### src/rtl/sa_operand_feeder.sv
// sa_operand_feeder
// Buffers one N x N operand pair (A delivered one column per beat, B one row
// per beat) and streams it into the west (A rows) and north (B columns) edges
// of an N x N systolic multiply array. Row i / column j is delayed by i / j
// cycles so operands meet at the right PE; lanes outside the valid diagonal
// window carry 0. After streaming, FLUSH_CYC zero cycles let the grid drain,
// then done pulses for one cycle.
//
// Build option: define SA_FEEDER_DOUBLE_BUF_EN for an active/shadow buffer
// pair. The next matrix pair then loads while the current one streams, and a
// full shadow buffer starts streaming directly out of FLUSH with no IDLE gap.

module sa_operand_feeder #(
    parameter int N         = 4,
    parameter int DW        = 4,
    parameter int FLUSH_CYC = 7
) (
    input  logic            clk,
    input  logic            rst_n,
    input  logic            ld_valid,
    output logic            ld_ready,
    input  logic [N*DW-1:0] ld_a,
    input  logic [N*DW-1:0] ld_b,
    output logic [N*DW-1:0] a_edge,
    output logic [N*DW-1:0] b_edge,
    output logic            edge_valid,
    output logic            busy,
    output logic            done
);

    localparam int KW   = (N > 1) ? $clog2(N) : 1;
    localparam int TMAX = (2 * N - 1 > FLUSH_CYC) ? 2 * N - 1 : FLUSH_CYC;
    localparam int TW   = (TMAX > 1) ? $clog2(TMAX) : 1;

    localparam logic [KW-1:0] K_LAST        = KW'(N - 1);
    localparam logic [TW-1:0] T_STREAM_LAST = TW'(2 * N - 2);
    localparam logic [TW-1:0] T_FLUSH_LAST  = TW'(FLUSH_CYC - 1);

    typedef enum logic [1:0] {
        IDLE   = 2'd0,
        LOAD   = 2'd1,
        STREAM = 2'd2,
        FLUSH  = 2'd3
    } state_t;

    state_t          st_q, st_d;
    logic [KW-1:0]   k_q, k_d;
    logic [TW-1:0]   t_q, t_d;
    logic [N*DW-1:0] a_edge_q, a_edge_d;
    logic [N*DW-1:0] b_edge_q, b_edge_d;
    logic            edge_valid_q, edge_valid_d;
    logic            busy_q, busy_d;
    logic            done_q, done_d;

    logic            ld_fire;
    logic            last_beat;
    logic            start_stream;

`ifdef SA_FEEDER_DOUBLE_BUF_EN
    // Bank act_q streams, bank ~act_q loads; full_q marks N unconsumed beats.
    logic [N*DW-1:0] a_mem [2][N];
    logic [N*DW-1:0] b_mem [2][N];
    logic            act_q, act_d;
    logic            full_q, full_d;
`else
    logic [N*DW-1:0] a_mem [N];
    logic [N*DW-1:0] b_mem [N];
`endif

    // Buffer slots the next edge-register value is read from.
    logic [N*DW-1:0] rd_a [N];
    logic [N*DW-1:0] rd_b [N];

    // Handshake: ready depends only on registered state, never on ld_valid.
`ifdef SA_FEEDER_DOUBLE_BUF_EN
    assign ld_ready = !full_q;
`else
    assign ld_ready = (st_q == IDLE) || (st_q == LOAD);
`endif
    assign ld_fire   = ld_valid && ld_ready;
    assign last_beat = ld_fire && (k_q == K_LAST);

    // Beat capture: beat k lands in slot k of the load-side buffer.
    // NOTE: operand storage has no reset; the state and k counter decide what
    // is read, so stale contents after reset are never observed.
    always_ff @(posedge clk) begin
        if (ld_fire) begin
`ifdef SA_FEEDER_DOUBLE_BUF_EN
            a_mem[~act_q][k_q] <= ld_a;
            b_mem[~act_q][k_q] <= ld_b;
`else
            a_mem[k_q] <= ld_a;
            b_mem[k_q] <= ld_b;
`endif
        end
    end

    // Select the buffer that will be active in the next cycle.
    always_comb begin
        for (int k = 0; k < N; k++) begin
`ifdef SA_FEEDER_DOUBLE_BUF_EN
            rd_a[k] = a_mem[act_d][k];
            rd_b[k] = b_mem[act_d][k];
`else
            rd_a[k] = a_mem[k];
            rd_b[k] = b_mem[k];
`endif
        end
    end

    // Next state, beat counter k and stream/flush counter t.
    always_comb begin
        // NOTE: every value written here gets a hold/default first, so no
        // path through the case statement can infer a latch.
        st_d         = st_q;
        k_d          = k_q;
        t_d          = t_q;
        done_d       = 1'b0;
        start_stream = 1'b0;
`ifdef SA_FEEDER_DOUBLE_BUF_EN
        act_d        = act_q;
        full_d       = full_q;
        if (last_beat) begin
            full_d = 1'b1;
        end
`endif
        if (ld_fire) begin
            k_d = last_beat ? '0 : k_q + 1'b1;
        end

        unique case (st_q)
            IDLE: begin
                if (ld_fire) begin
                    if (last_beat) begin
                        start_stream = 1'b1;
                    end else begin
                        st_d = LOAD;
                    end
                end
            end
            LOAD: begin
                if (last_beat) begin
                    start_stream = 1'b1;
                end
            end
            STREAM: begin
                if (t_q == T_STREAM_LAST) begin
                    st_d = FLUSH;
                    t_d  = '0;
                end else begin
                    t_d = t_q + 1'b1;
                end
            end
            FLUSH: begin
                if (t_q == T_FLUSH_LAST) begin
                    done_d = 1'b1;
                    st_d   = IDLE;
                    t_d    = '0;
`ifdef SA_FEEDER_DOUBLE_BUF_EN
                    // A shadow buffer completed by now goes straight to STREAM.
                    if (full_d) begin
                        start_stream = 1'b1;
                    end
`endif
                end else begin
                    t_d = t_q + 1'b1;
                end
            end
            default: begin
                st_d = IDLE;
            end
        endcase

        if (start_stream) begin
            st_d = STREAM;
            t_d  = '0;
`ifdef SA_FEEDER_DOUBLE_BUF_EN
            act_d  = ~act_q;
            full_d = 1'b0;
`endif
        end
    end

    // Skewed edge values for the next cycle: lane i carries slot t-i.
    always_comb begin
        int              idx;
        logic [KW-1:0]   sel;
        idx          = 0;
        sel          = '0;
        a_edge_d     = '0;
        b_edge_d     = '0;
        edge_valid_d = (st_d == STREAM);
        busy_d       = (st_d == STREAM) || (st_d == FLUSH);
        if (st_d == STREAM) begin
            for (int i = 0; i < N; i++) begin
                idx = int'(t_d) - i;
                if (idx >= 0 && idx < N) begin
                    sel = idx[KW-1:0];
                    // Lane i of A column (t-i) is A[i][t-i]; lane j of B row (t-j) is B[t-j][j].
                    a_edge_d[DW*i +: DW] = rd_a[sel][DW*i +: DW];
                    b_edge_d[DW*i +: DW] = rd_b[sel][DW*i +: DW];
                end
            end
        end
    end

    // FSM state, counters and registered outputs.
    // NOTE: sequential state uses non-blocking assignments so every flop
    // samples values from before the edge, independent of statement order.
    always_ff @(posedge clk or negedge rst_n) begin
        if (!rst_n) begin
            st_q         <= IDLE;
            k_q          <= '0;
            t_q          <= '0;
            a_edge_q     <= '0;
            b_edge_q     <= '0;
            edge_valid_q <= 1'b0;
            busy_q       <= 1'b0;
            done_q       <= 1'b0;
`ifdef SA_FEEDER_DOUBLE_BUF_EN
            act_q        <= 1'b0;
            full_q       <= 1'b0;
`endif
        end else begin
            st_q         <= st_d;
            k_q          <= k_d;
            t_q          <= t_d;
            a_edge_q     <= a_edge_d;
            b_edge_q     <= b_edge_d;
            edge_valid_q <= edge_valid_d;
            busy_q       <= busy_d;
            done_q       <= done_d;
`ifdef SA_FEEDER_DOUBLE_BUF_EN
            act_q        <= act_d;
            full_q       <= full_d;
`endif
        end
    end

    assign a_edge     = a_edge_q;
    assign b_edge     = b_edge_q;
    assign edge_valid = edge_valid_q;
    assign busy       = busy_q;
    assign done       = done_q;

endmodule

### config.mk
export PLATFORM = sky130hd
export DESIGN_NAME = sa_operand_feeder
export DESIGN_NICKNAME = d
export VERILOG_FILES = /design/src/rtl/sa_operand_feeder.sv
export SDC_FILE = /design/constraint.sdc
export NUM_CORES = 1
export LEC_CHECK = 0
export ABC_AREA = 1
export CORE_MARGIN = 2
export CORE_UTILIZATION = 30
export DETAILED_ROUTE_END_ITERATION = 10
export GPL_ROUTABILITY_DRIVEN = 0
export PLACE_DENSITY_LB_ADDON = 0.15
export SLEW_MARGIN = 20
export SYNTH_ARGS = -nofsm -noshare
export SYNTH_HDL_FRONTEND = slang
export SYNTH_SLANG_ARGS = --single-unit
### constraint.sdc
create_clock -name clk -period 2.4 [get_ports clk]
set_input_delay 0.6 -clock clk [delete_from_list [all_inputs] [get_ports clk]]
set_output_delay 0.6 -clock clk [all_outputs]
set_load 0.02 [all_outputs]
==> results.json <==
{
  "crit_required_ps": 1800,
  "cts.path.max_buffers": 2,
  "setup_tns_ps": 0,
  "relSlewSlack_pct": 54.14,
  "synth-edff-count": 128,
  "synth.avg_cell_area_sq_um": 10.69,
  "cts.sinks": 170,
  "yosysMostFrequentCell": "inv_1",
  "worst-path-stages": 2,
  "routed_via_density": 4.164,
  "p_seq_share_pct": 32.0,
  "grt_use_met2_pct": 22.17,
  "yosys-top-cells-area": "edfxtp_1, dfrtp_1, inv_1",
  "post_cts_resized": 0,
  "cp_slowest_cell": "clkdlybuf4s50_1",
  "p_sw_share_pct": 38.69,
  "portBuffers": 70,
  "p_leak_nw": 4.062,
  "reg2reg_depth": 11,
  "finalCritPeriodShare_pct": 94.24,
  "critical-path-top-delay-family": "buffers and inverters",
  "cpPeakStageDelay_ps": 620,
  "hold_buffers": 0,
  "fin_skew_ps": 14.59,
  "reg2reg_from": "k_q[0]",
  "yosys_most_used_dff": "edfxtp_1",
  "rows": 56,
  "grt.overflow.total": 0,
  "grt_pass1_wl_mm": 24.74,
  "hold_class": "input pin to asynchronous set/reset pin",
  "crit_path_end": "ld_ready",
  "numCtsBuffers": 17,
  "rsz0062_at_grt": "no",
  "rrSetupSlack_ps": 430,
  "drtIter0Drc": 241,
  "met3_usage_pct": 3.312,
  "cap_violations": 0,
  "critical_path_buf_inv_count": 2,
  "postRouteAntennaNets": 0,
  "combPwrFrac_pct": 45.3,
  "max-vdd-ir-drop_mv": 0.7578,
  "ys_warn_count": 0,
  "intPower_w": 0.007482,
  "regToRegEndpoint": "a_edge[5]",
  "power_frac_clock_pct": 22.7,
  "syn-cell-area_sq_um": 7129,
  "vias": 4585,
  "drtPass1Iterations": 4,
  "powerDensity_nw_per_um2": 1345,
  "final_area_sq_um": 9074,
  "wl_mm": 15.51,
  "ys_seq_area_share_pct": 68.66,
  "synth-seq-cells": 170,
  "yosys.area.top_type": "edfxtp_1",
  "ioPinCount": 71,
  "cts_max_level": 4,
  "setup_viol": 0,
  "holdWs_ps": 216.0,
  "grtUsageMet1_pct": 17.12,
  "post_drt_wl_per_cell_um": 14.09,
  "drive_above_1_share_pct": 10.49,
  "dp_hpwl_mm": 10.20,
  "synth_fp_nets": 711,
  "crit_path_cell_trace": "inv_2 -> clkdlybuf4s50_1",
  "grt_max_degree": 33,
  "path_max_fanout": 8,
  "die-area_sq_um": 25010,
  "synth_cell_type_count": 23,
  "hold_viol": 0,
  "clkSlewWorstSetupHoldPaths_ps": 60,
  "die_y_um": 158.2,
  "drv_slew": 0,
  "cp-startpoint": "st_q[1]",
  "layout_min_cycle_time_ps": 2262,
  "busiest_layer": "met2",
  "post-cts-setup-buffers": 0,
  "async_flop_share_pct": 24.71,
  "clk-insertion-delay-late_ps": 420,
  "antennaDiodeCount": 0,
  "tightest_slew_ps": 687.9,
  "grt_pass1_vias": 4595,
  "nets": 813,
  "worstSetupPathType": "flip-flop to output pin",
  "cp.arrival_ps": 1660,
  "grt_use_total_pct": 13.32,
  "dpl_cell_area_sq_um": 8466,
  "core_sq_um": 23400,
  "finalNonFillerCells": 1101,
  "die_w_um": 158.2,
  "cp-start-kind": "flip-flop",
  "switchingPower_w": 0.004722,
  "status": "complete, no violations",
  "root_buffer": "clkbuf_16",
  "synthCells": 667,
  "fmax_mhz": 442.1,
  "antenna_found_initial": 0,
  "end_kind": "output pin",
  "synth_top_area_share_pct": 53.91,
  "tritoncts": "built",
  "syn_to_final_growth_pct": 27.27,
  "post-place-cells": 1069,
  "initial_utilization_pct": 30.46,
  "drc": 0,
  "synth_top_cells_by_count": "inv_1, nand2_1, edfxtp_1"
}
power groups by stage:
| stage | sequential [W] | combinational, W | clock [W] |
|---|---|---|---|
| detailed placement | 0.00397 | 0.00559 | 0 |
| CTS | 0.00391 | 0.00561 | 0.00286 |
| finish | 0.00390 | 0.00552 | 0.00277 |
| global placement | 0.00397 | 0.00555 | 0 |
| global route | 0.00396 | 0.00624 | 0.00297 |
| floorplan | 0.00416 | 0.00336 | 0 |
sequential cells by signal (all words and copies together), names as in the netlist:
| name | flops |
|---|---|
| k_q | 2 |
| b_edge | 16 |
| done | 1 |
| b_mem | 64 |
| st_q | 2 |
| edge_valid | 1 |
| busy | 1 |
| t_q | 3 |
| a_mem | 64 |
| a_edge | 16 |
how the worst min path moves through the flow:
stage / startpoint / end / depth (start not counted)
after global placement: st_q[0] / done / 2
after global routing: rst_n / a_edge[3] / 1
after CTS: rst_n / a_edge[3] / 1
final: rst_n / a_edge[3] / 1
after detailed placement: st_q[0] / done / 2
after floorplan: rst_n / a_edge[0] / 0
placed cells by master (no fill, tap or decap):
master           netlist  final
dfrtp_1               42     42
ha_1                   9      9
buf_4                  1     27
buf_2                 11      1
nand2_1              137    137
clkinv_4               0      2
nor2_2                 2      2
o21ai_0                3      3
a21oi_1               19     19
nand3_1               99     99
inv_1                160    160
nand3b_1               1      1
clkbuf_1               2      4
nand3_4                1      1
buf_12                 0      9
inv_2                  4      4
clkbuf_16              0     17
nand3_2                2      2
nor3_1                 1      1
clkbuf_8               0      2
edfxtp_1             128    128
nor2_4                 2      5
nand2_2                3      3
a31oi_1                1      1
clkdlybuf4s50_1        0     69
nor2_1                30     27
clkinvlp_4             0      2
bufinv_16              0      3
inv_6                  0      2
stage by stage:
| stage | utilization (%) | power [W] | setup WS, ps |
|---|---|---|---|
| 6_report | 38.77 | 0.01220 | 138.3 |
| 5_1_grt | 38.77 | 0.01317 | 77.30 |
| 3_3_place_gp | 36.17 | 0.009515 | 4.788 |
| 2_1_floorplan | - | 0.007517 | -196.7 |
| 3_5_place_dp | 36.17 | 0.009558 | -28.47 |
| 4_1_cts | 38.77 | 0.01238 | 117.6 |
final cells by class:
class                           instances  area, sq um
Clock buffer                           23        467.9
Clock inverter                          9        140.1
Fill cell                            2279        14330
Inverter                              164        615.6
Multi-Input combinational cell        310         1478
Sequential cell                       170         4895
Tap cell                              319        399.1
Timing Repair Buffer                  106         1079
metal layers:
| metal | vias to the layer above | part of all wire [%] |
|---|---|---|
| met5 | - | 0 |
| li1 | 2297 | - |
| met2 | 67 | 49 |
| met4 | 0 | 1.3 |
| met1 | 2209 | 46 |
| met3 | 12 | 3.8 |
cell families after synthesis:
group	Yosys count	synth area share, %
and+or+nand+nor	278	17.20
buffers and inverters	187	10.93
DFF	170	68.66
AOI/OAI and AO/OA	23	1.632
adders and majority gates	9	1.580
Note: power is estimated with default switching activity, not from simulation.
